==> config.mk <==
export PLATFORM = sky130hd
export DESIGN_NAME = debounce_tick_amisha
export DESIGN_NICKNAME = d
export VERILOG_FILES = /design/src/rtl/debounce_tick_amisha.sv
export SDC_FILE = /design/constraint.sdc
export NUM_CORES = 1
export LEC_CHECK = 0
export ABC_AREA = 1
export BUFFER_PORTS_ARGS = -buffer_cell sky130_fd_sc_hd__buf_2
export CAP_MARGIN = 10
export CORE_MARGIN = 5
export CORE_UTILIZATION = 50
export DETAILED_ROUTE_END_ITERATION = 6
export GPL_ROUTABILITY_DRIVEN = 0
export PLACE_DENSITY = 0.67
export SYNTH_ARGS = -nofsm -noshare
export SYNTH_HDL_FRONTEND = slang
export SYNTH_SLANG_ARGS = --single-unit
==> constraint.sdc <==
create_clock -name clk_amisha -period 2 [get_ports clk_amisha]
set_input_delay 0.4 -clock clk_amisha [delete_from_list [all_inputs] [get_ports clk_amisha]]
set_output_delay 0.4 -clock clk_amisha [all_outputs]
set_load 0.05 [all_outputs]
==> src/rtl/debounce_tick_amisha.sv <==
// debounce_tick_amisha
// Switch debouncer: two-flop synchronizer, counter-based filter FSM, and a
// registered debounced level with a one-cycle rising-edge tick.
// Optional build macro DB_FALL_TICK_EN: when defined, db_fall_tick_amisha
// pulses for one cycle on the debounced 1->0 transition; otherwise it is
// tied to 0.
//
// state | meaning
// ------+---------------------------------------------------------------
// ZERO  | stable low, waiting for a synchronized 1
// WAIT1 | low, counting down; any 0 aborts back to ZERO
// ONE   | stable high, waiting for a synchronized 0
// WAIT0 | high, counting down; any 1 aborts back to ONE
module debounce_tick_amisha #(
  parameter int N = 19
) (
  input  logic clk_amisha,
  input  logic reset_amisha,
  input  logic sw_amisha,
  output logic db_level_amisha,
  output logic db_tick_amisha,
  output logic db_fall_tick_amisha
);

  typedef enum logic [1:0] {
    ZERO  = 2'd0,
    WAIT1 = 2'd1,
    ONE   = 2'd2,
    WAIT0 = 2'd3
  } state_t;

  // Full interval reload; all ones so the down-count never wraps.
  localparam logic [N-1:0] CNT_LOAD = '1;
  localparam logic [N-1:0] CNT_DEC  = N'(1);

  logic         s1;
  logic         sw_s;
  state_t       state;
  state_t       state_next;
  logic [N-1:0] cnt;
  logic [N-1:0] cnt_next;
  logic         level_next;
  logic         tick_next;
`ifdef DB_FALL_TICK_EN
  logic         fall_next;
  logic         fall_q;
`endif

  // Bring the raw switch level into the clock domain.
  always_ff @(posedge clk_amisha) begin
    if (reset_amisha) begin
      s1   <= 1'b0;
      sw_s <= 1'b0;
    end else begin
      s1   <= sw_amisha;
      sw_s <= s1;
    end
  end

  // State, timer and registered outputs.
  always_ff @(posedge clk_amisha) begin
    if (reset_amisha) begin
      state           <= ZERO;
      cnt             <= '0;
      db_level_amisha <= 1'b0;
      db_tick_amisha  <= 1'b0;
    end else begin
      state           <= state_next;
      cnt             <= cnt_next;
      db_level_amisha <= level_next;
      db_tick_amisha  <= tick_next;
    end
  end

  // Next-state, timer and tick decode; a terminal count of zero commits.
  always_comb begin
    state_next = state;
    cnt_next   = cnt;
    tick_next  = 1'b0;
`ifdef DB_FALL_TICK_EN
    fall_next  = 1'b0;
`endif
    case (state)
      ZERO: begin
        if (sw_s) begin
          state_next = WAIT1;
          cnt_next   = CNT_LOAD;
        end
      end
      WAIT1: begin
        if (!sw_s) begin
          state_next = ZERO;
        end else if (cnt != '0) begin
          cnt_next = cnt - CNT_DEC;
        end else begin
          state_next = ONE;
          tick_next  = 1'b1;
        end
      end
      ONE: begin
        if (!sw_s) begin
          state_next = WAIT0;
          cnt_next   = CNT_LOAD;
        end
      end
      WAIT0: begin
        if (sw_s) begin
          state_next = ONE;
        end else if (cnt != '0) begin
          cnt_next = cnt - CNT_DEC;
        end else begin
          state_next = ZERO;
`ifdef DB_FALL_TICK_EN
          fall_next  = 1'b1;
`endif
        end
      end
      default: begin
        state_next = ZERO;
      end
    endcase
    level_next = (state_next == ONE) || (state_next == WAIT0);
  end

`ifdef DB_FALL_TICK_EN
  // Falling tick register, mirrors the rising tick timing.
  always_ff @(posedge clk_amisha) begin
    if (reset_amisha) begin
      fall_q <= 1'b0;
    end else begin
      fall_q <= fall_next;
    end
  end

  assign db_fall_tick_amisha = fall_q;
`else
  assign db_fall_tick_amisha = 1'b0;
`endif

endmodule
==> reports/results.ini, run 1 <==
[critical_path]
critPathKind=reg2reg
cp.arrival_ps=1950
r2r_end=cnt[0]$_SDFFE_PP0P_
startpoint=cnt[0]$_SDFFE_PP0P_
worstPathRequired_ps=2210
cp-end-kind=register
rr_worst_depth=9
worstReg2RegStart=cnt[0]$_SDFFE_PP0P_
cp-endpoint=cnt[0]$_SDFFE_PP0P_
critPathLaunchType=register
ff2ff_setup_slack_ps=260
crit_fanout=19

[place]
place_ws_ps=272
detailed_place_hpwl_um=2060
dpl_cell_area_um2=1460
dp.cells=248
io_buffers=4

[yosys]
synth_area_leaders=dfxtp_1 (35%), nand2_1 (19%), nor2_1 (6.5%), nand3_1 (6.2%), a21oi_1 (5.9%)
synth_top_area_share=0.347
syn-instance-count=220
synth_cell_types=28
ys_ff_latch=25
synth_fp_nets=224
syn_area_um2=1440
seq_area_frac_synth=0.347
yosysTopAreaCell=dfxtp_1
yosysWarningCount=0
syn_avg_cell_area_um2=6.56

[timing]
finalCriticalPeriod_ps=1740
period_share=0.870
setup_viol=0
rsz0062_at_grt=false
hold_viol_final=0
max_freq_mhz=575
whs_ps=271
setup_slack_ps=261
skew_ps=3.80
setup_tns_ps=0
final_max_slew_viol_count=0

[pwr]
internal_power_mw=0.717
p_sw_mw=0.400
power_frac_seq=0.503
p_comb_frac=0.290
switching_share=0.358
peakVddDrop_mv=0.524
p_per_area_nw_per_um2=751
clock_power_share=0.207
p_total_mw=1.12
p_leak_nw=0.612

[global_routing]
grt_use_met2=0.277
antenna_found_initial=0
use_met3=0.0193
grt_use_met1=0.200
globalRouteTotalUtil=0.157
grt_pass1_wl_um=5360
grt_max_degree=26
grt_overflow=0
top_usage_layer=met2
grt_pass1_vias=1280

[clocking]
root_buffer=clkbuf_4
ctsResizeCount=0
cts_tree=done
htree_levels=1
clk_pin_slew_worst_paths_ps=140
clock_sinks=25
cts_buffers=3
post-cts-setup-buffers=0
clk_path_buf_depth=2
cts_hold_buf=0
insertion_delay_ps=320

[cells_and_area]
final_area_um2=1490
antennaDiodeCount=0
fin_cells=252
final_nets=226
area_delta_synth_final_pct=3.03
drive_above_1_share=0.109
final_util=0.539

[die]
die_area_um2=4060
chipWidth_um=63.7
io_pins=6
die_h_um=63.7
core_area_um2=2760
start_util=0.524
rows=19

[route]
drc=0
ant_nets=0
route.vias.total=1310
routed_wl_um=2880
viasPerCell=5.20
wl_per_cell_um=11.4
drtIter0Drc=84
drt-pass1-iter-count=4

[min_path]
hp-class=in2reg

[outcome]
status=finished clean

[job]
maxCapViolCount=0

critical path, cell delays in order, from the launching register on:
cell and delay (ps):
dfxtp_1 330, inv_1 110, ha_1 240, nand2_2 130, nor2_4 200, nand3_4 140
nand2_8 170, nor2_1 80, o21ai_0 130, o31ai_2 100
state kept, by name, indices dropped and copies added, names as in the netlist:
name / cells
db_level_amisha: 1
s1: 1
state: 2
cnt: 19
sw_s: 1
db_tick_amisha: 1
cell usage after synthesis:
cell type / instances
nand2_1: 74
dfxtp_1: 25
nor2_1: 25
nand3_1: 18
a21oi_1: 17
inv_1: 17
nand3b_1: 7
o21ai_0: 5
nor2_2: 4
clkbuf_1: 3
or2_2: 3
a211oi_1: 2
buf_4: 2
buf_6: 2
nand4_1: 2
o31ai_2: 2
buf_1: 1
conb_1: 1
ha_1: 1
inv_4: 1
nand2_2: 1
nand2_8: 1
nand3_4: 1
nor2_4: 1
nor3_1: 1
nor3_2: 1
o21ai_1: 1
xor2_1: 1
power groups by stage:
stage               Sequential, mW  Combinational (mW)  Clock, mW
floorplan                    0.563               0.280          0
global placement             0.571               0.315          0
detailed placement           0.572               0.322          0
CTS                          0.561               0.324      0.240
global route                 0.567               0.376      0.261
finish                       0.562               0.324      0.231
logic make-up (layout without fill, tap and decap cells):
logic type,Yosys count,after routing,synth area share
other,1,1,0.00260
flip-flops,25,25,0.347
adder cells (fa/ha/maj),1,1,0.00866
buffers and inverters,26,27,0.0849
AO/OA/AOI/OAI,27,27,0.107
AND/OR/NAND/NOR,139,139,0.444
XOR/XNOR,1,1,0.00607
how the worst min path moves through the flow:
| stage | end | slack, ps | start | depth (start not counted) |
|---|---|---|---|---|
| after detailed placement | sw_s$_SDFF_PP0_ | 400 | s1$_SDFF_PP0_ | 2 |
| after global placement | sw_s$_SDFF_PP0_ | 410 | s1$_SDFF_PP0_ | 2 |
| final | s1$_SDFF_PP0_ | 270 | sw_amisha | 3 |
| after CTS | s1$_SDFF_PP0_ | 260 | sw_amisha | 3 |
| after floorplan | sw_s$_SDFF_PP0_ | 390 | s1$_SDFF_PP0_ | 2 |
| after global routing | s1$_SDFF_PP0_ | 280 | sw_amisha | 3 |
cell usage in the layout, fill, tap and decap left out:
cell,synthesis,routed
xor2_1,1,1
nand3_4,1,1
nand2_1,74,74
inv_1,17,17
nand2_2,1,1
o21ai_1,1,1
buf_4,2,1
ha_1,1,1
nor2_2,4,4
buf_2,0,4
nand3_1,18,18
nand4_1,2,2
a21oi_1,17,17
nor2_4,1,1
clkinvlp_4,0,1
conb_1,1,1
clkbuf_4,0,3
nor3_1,1,1
o21ai_0,5,5
nand3b_1,7,7
or2_2,3,3
nor3_2,1,1
inv_4,1,1
nor2_1,25,25
nand2_8,1,1
a211oi_1,2,2
dfxtp_1,25,25
o31ai_2,2,2
metal layers:
layer / vias to the layer above / wire (um)
met4: 0 / 31
met2: 15 / 1330
li1: 709 / -
met3: 4 / 69
met5: - / 0
met1: 582 / 1460
area by class of cell:
type,instances,area (um^2)
multi-input combinational,169,821
tap,31,38.8
clock inverter,1,7.51
timing repair buffer,5,27.5
inverter,18,70.1
fill,261,1270
sequential,25,500
clock buffer,3,22.5
No activity file was read; power rests on OpenSTA's default activity.
==> run 2: changes to the inputs <==
--- a/config.mk
+++ b/config.mk
@@ -8,7 +8,7 @@
 export ABC_AREA = 1
 export BUFFER_PORTS_ARGS = -buffer_cell sky130_fd_sc_hd__buf_2
 export CAP_MARGIN = 10
-export CORE_MARGIN = 5
+export CORE_MARGIN = 3
 export CORE_UTILIZATION = 50
 export DETAILED_ROUTE_END_ITERATION = 6
 export GPL_ROUTABILITY_DRIVEN = 0
==> run 2 against run 1 <==
Sequential power barely moved. Final cell count stayed put. Critical path type unchanged. Clock power down 2%. Critical endpoint is now cnt[1]$_SDFFE_PP0P_. Power is 0.29% lower. Via count increased by 4.1%. Register-to-register slack better by 20 ps. Wire length increased by 0.83%.
==> reports/results.ini, run 2 (synthesis gave the netlist of run 1 again) <==
[clocking]
htree_levels=1  ; unchanged
post-cts-setup-buffers=0  ; unchanged
clk_path_buf_depth=2  ; unchanged
cts_tree=done
cts_hold_buf=0  ; unchanged
ctsResizeCount=0  ; unchanged
clock_sinks=25  ; unchanged
clk_pin_slew_worst_paths_ps=130  ; about the same
root_buffer=clkbuf_4
cts_buffers=3  ; unchanged
insertion_delay_ps=320  ; about the same

[route]
viasPerCell=5.41  ; +4.1%
wl_per_cell_um=11.5  ; +0.83%
routed_wl_um=2910  ; +0.83%
drt-pass1-iter-count=4  ; unchanged
route.vias.total=1364  ; +4.1%
drtIter0Drc=72  ; -14%
drc=0  ; unchanged
ant_nets=0  ; unchanged

[die]
core_area_um2=2610  ; -5.3%
die_h_um=59.7  ; -6.3%
chipWidth_um=59.7  ; -6.3%
io_pins=6  ; unchanged
rows=18  ; -1
start_util=0.553  ; +0.0291
die_area_um2=3570  ; -12%

[job]
maxCapViolCount=0  ; unchanged

[place]
place_ws_ps=325  ; +52.3 ps
io_buffers=4  ; unchanged
detailed_place_hpwl_um=2150  ; +4.6%

[timing]
setup_viol=0  ; unchanged
skew_ps=3.97  ; +0.171 ps
setup_tns_ps=0  ; unchanged
finalCriticalPeriod_ps=1720  ; -20.4 ps
final_max_slew_viol_count=0  ; unchanged
period_share=0.859  ; -0.0102
max_freq_mhz=582  ; +1.2%
hold_viol_final=0  ; unchanged
rsz0062_at_grt=false
setup_slack_ps=281  ; +20.4 ps

[critical_path]
critPathLaunchType=register
cp-end-kind=register
cp.arrival_ps=1960  ; about the same
worstReg2RegStart=cnt[0]$_SDFFE_PP0P_
r2r_end=cnt[1]$_SDFFE_PP0P_
crit_fanout=19  ; unchanged
ff2ff_setup_slack_ps=280  ; +20 ps
worstPathRequired_ps=2240  ; +30 ps
critPathKind=reg2reg
rr_worst_depth=8  ; -1
cp-endpoint=cnt[1]$_SDFFE_PP0P_
startpoint=cnt[0]$_SDFFE_PP0P_

[global_routing]
grt_overflow=0  ; unchanged
grt_pass1_vias=1236  ; -3.4%
grt_pass1_wl_um=5290  ; -1.4%
grt_max_degree=20  ; -23%
globalRouteTotalUtil=0.188  ; +0.0314
antenna_found_initial=0  ; unchanged

[cells_and_area]
area.sequential_um2=500  ; unchanged
layout_commonest_cell=nand2_1
area_delta_synth_final_pct=3.21
fillerInstances=269  ; +3.1%
reg_top3=cnt (19), state (2)
final_util=0.570  ; +0.0309
largest_register_ffs=19  ; unchanged
final_nets=227  ; +0.44%
antennaDiodeCount=0  ; unchanged
drive_above_1_share=0.108  ; -0.000489
layout_common_cells=nand2_1 (74), nor2_1 (25), dfxtp_1 (25), nand3_1 (18)
multi_input_area_um2=821  ; unchanged
top_register=cnt

[pwr]
peakVddDrop_mv=0.611  ; +17%
p_total_mw=1.11  ; -0.29%
p_leak_nw=0.618  ; +0.95%
p_per_area_nw_per_um2=747  ; -0.46%

[min_path]
hp-class=in2reg

[outcome]
status=finished clean

-- run 2: layout make-up --
class                   count  share of cell area
flip-flops and latches     25               0.336
inverters                  18              0.0470
clock buffers               4              0.0176
multi-input cells         169               0.551
repair buffers              6              0.0235
well taps                  30              0.0252
-- run 2: how the worst min path moves through the flow --
stage | from | end | cells after the start
floorplan | s1$_SDFF_PP0_ | sw_s$_SDFF_PP0_ | 2
global placement | s1$_SDFF_PP0_ | sw_s$_SDFF_PP0_ | 2
detailed placement | s1$_SDFF_PP0_ | sw_s$_SDFF_PP0_ | 2
CTS | sw_amisha | s1$_SDFF_PP0_ | 3
global route | sw_amisha | s1$_SDFF_PP0_ | 3
finish | sw_amisha | s1$_SDFF_PP0_ | 3
-- run 2: metrics by stage --
stage | area [um^2] | instances | hold slack [ps]
2_1_floorplan | 1440 | 220 | 388
3_3_place_gp | 1460 | 248 | 416
3_5_place_dp | 1460 | 248 | 415
4_1_cts | 1490 | 252 | 276
5_1_grt | 1490 | 252 | 273
6_report | 1490 | 252 | 272
-- run 2: critical path, stage by stage (launching register included) --
cell and delay (ps):
dfxtp_1 320, inv_1 110, ha_1 240, nand2_2 130, nor2_4 200, nand3_4 150, nand2_8 170, inv_4 120
o31ai_2 200
-- run 2: power by group --
part	total [mW]	internal [mW]	switching, mW
Clock	0.226	0.0780	0.148
Sequential	0.561	0.528	0.0324
Combinational	0.326	0.113	0.213
Total	1.11	0.720	0.394
-- run 2: routing by layer --
metal  wire length, um  GRT usage  vias to the layer above
met4                26     0.0506                        0
met1              1330      0.268                      613
met2              1400      0.301                       38
met5                 0          0                        -
met3               149     0.0194                        4
li1                  -          -                      709
==> run 3: changes to the inputs <==
--- a/config.mk
+++ b/config.mk
@@ -11,7 +11,6 @@
 export CORE_MARGIN = 3
 export CORE_UTILIZATION = 50
 export DETAILED_ROUTE_END_ITERATION = 6
-export GPL_ROUTABILITY_DRIVEN = 0
 export PLACE_DENSITY = 0.67
 export SYNTH_ARGS = -nofsm -noshare
 export SYNTH_HDL_FRONTEND = slang
==> constraint.sdc (replaced) <==
create_clock -name clk_amisha -period 1.7 [get_ports clk_amisha]
set_input_delay 0.34 -clock clk_amisha [delete_from_list [all_inputs] [get_ports clk_amisha]]
set_output_delay 0.34 -clock clk_amisha [all_outputs]
set_load 0.05 [all_outputs]
==> run 3 against run 2 <==
Worst setup slack lost 190 ps. Sequential share of layout area shrank 1.6 points. Largest cell class unchanged. Utilization grew 2.8 points.
==> reports/results.ini, run 3 (synthesis gave the netlist of run 1 again) <==
[outcome]
status=finished clean

[global_routing]
grt_overflow=0  ; unchanged
grt_pass1_vias=1201  ; -2.8%
globalRouteTotalUtil=0.188  ; -0.000418
grt_max_degree=20  ; unchanged
antenna_found_initial=0  ; unchanged
grt_pass1_wl_um=5260  ; -0.40%

[clocking]
root_buffer=clkbuf_4
clk_path_buf_depth=2  ; unchanged
clk_pin_slew_worst_paths_ps=130  ; about the same
htree_levels=1  ; unchanged
insertion_delay_ps=310  ; about the same
clock_sinks=25  ; unchanged
cts_buffers=3  ; unchanged
cts_tree=done
cts_hold_buf=0  ; unchanged

[critical_path]
crit_fanout=11  ; -8
worstPathCellList=nor2_2 -> nand2_1 -> nor2_4 -> nand3_4 -> nand2_8 -> buf_12 -> nand2_1 -> a21oi_1
cp.arrival_ps=1860  ; -100 ps
worstPathRequired_ps=1950  ; -290 ps
critPathLaunchType=register
crit_buf_inv=1  ; -1
critPathKind=reg2reg
crit_slowest_cell=dfxtp_1
cp-end-kind=register
cpMostUsedCell=nand2_1
path_delay_family=simple AND/OR/NAND/NOR gates
slowest_delay_ps=370  ; +50 ps

[cells_and_area]
final_util=0.598  ; +0.0278
fin_cells=259  ; +2.8%
final_nets=234  ; +3.1%
largest_register_ffs=19  ; unchanged
fillerInstances=257  ; -4.5%
area_delta_synth_final_pct=8.23
layout_commonest_cell=nand2_1
reg_top3=cnt (19), state (2)
drive_above_1_share=0.140  ; +0.0316
top_register=cnt
layout_common_cells=nand2_1 (74), nor2_1 (25), dfxtp_1 (25), nand3_1 (18)
antennaDiodeCount=0  ; unchanged

[place]
dp.cells=251  ; +1.2%
io_buffers=4  ; unchanged
place.gp.congestion=0.798
detailed_place_hpwl_um=2160  ; about the same

[route]
wl_per_cell_um=11.9  ; +3.4%
route.vias.total=1366  ; +0.15%
drt-pass1-iter-count=5  ; +1
drtIter0Drc=56  ; -22%
drc=0  ; unchanged
viasPerCell=5.27  ; -2.6%
routed_wl_um=3090  ; +6.3%
ant_nets=0  ; unchanged

[pwr]
p_leak_nw=0.659  ; +6.6%
peakVddDrop_mv=0.560  ; -8.3%
p_total_mw=1.36  ; +22%
p_per_area_nw_per_um2=871  ; +17%

[die]
io_pins=6  ; unchanged
rows=18  ; unchanged
die_area_um2=3570  ; unchanged
core_area_um2=2610  ; unchanged
chipWidth_um=59.7  ; unchanged
start_util=0.553  ; unchanged
die_h_um=59.7  ; unchanged

[timing]
skew_ps=3.58  ; -0.387 ps
hold_viol_final=0  ; unchanged
final_max_slew_viol_count=0  ; unchanged
max_freq_mhz=620  ; +6.6%
setup_viol=0  ; unchanged
finalCriticalPeriod_ps=1610  ; -106 ps
whs_ps=224  ; -47.9 ps
period_share=0.949  ; +0.0894
setup_tns_ps=0  ; unchanged

[min_path]
hp-class=in2reg

[job]
maxCapViolCount=0  ; unchanged

run 3: final timing paths:
path                  startpoint              endpoint  slack (ps)  depth (start not counted)
max          cnt[4]$_SDFFE_PP0P_  cnt[14]$_SDFFE_PP0P_          90                          8
min                    sw_amisha         s1$_SDFF_PP0_         220                          3
max reg2reg  cnt[4]$_SDFFE_PP0P_  cnt[14]$_SDFFE_PP0P_          90                          8
min reg2reg        s1$_SDFF_PP0_       sw_s$_SDFF_PP0_         420                          2
run 3: layout make-up:
type	count	area, um^2	area share
tap	30	37.5	0.0240
inverter	18	70.1	0.0448
clock buffer	4	26.3	0.0168
sequential	25	500	0.320
multi-input combinational	169	828	0.530
timing repair buffer	13	100	0.0641
run 3: timing repair:
action	in CTS	in global routing
buffers inserted	0	4
resized for setup	0	2
setup endpoints to repair	0	19
run 3: power breakdown:
part / internal, mW / switching (mW) / total [mW]
Clock: 0.0914 / 0.170 / 0.261
Combinational: 0.169 / 0.276 / 0.445
Sequential: 0.622 / 0.0339 / 0.656
Total: 0.882 / 0.480 / 1.36
run 3: stage by stage:
stage	setup slack [ps]	cell area (um^2)
2_1_floorplan	160	1440
3_3_place_gp	120	1490
3_5_place_dp	68.4	1490
4_1_cts	40.4	1510
5_1_grt	-6.36	1560
6_report	87.2	1560
run 3: per-layer routing:
layer	vias up	routed length [um]	global-route usage
met2	35	1520	0.323
met3	4	157	0.0238
met1	607	1380	0.249
met4	0	28	0.0411
li1	720	-	-
met5	-	0	0
run 3: worst reg2reg max path, stage by stage (launching register included):
cell	delay (ps)
dfxtp_1	370
nor2_2	200
nand2_1	160
nor2_4	190
nand3_4	140
nand2_8	160
buf_12	130
nand2_1	50
a21oi_1	140
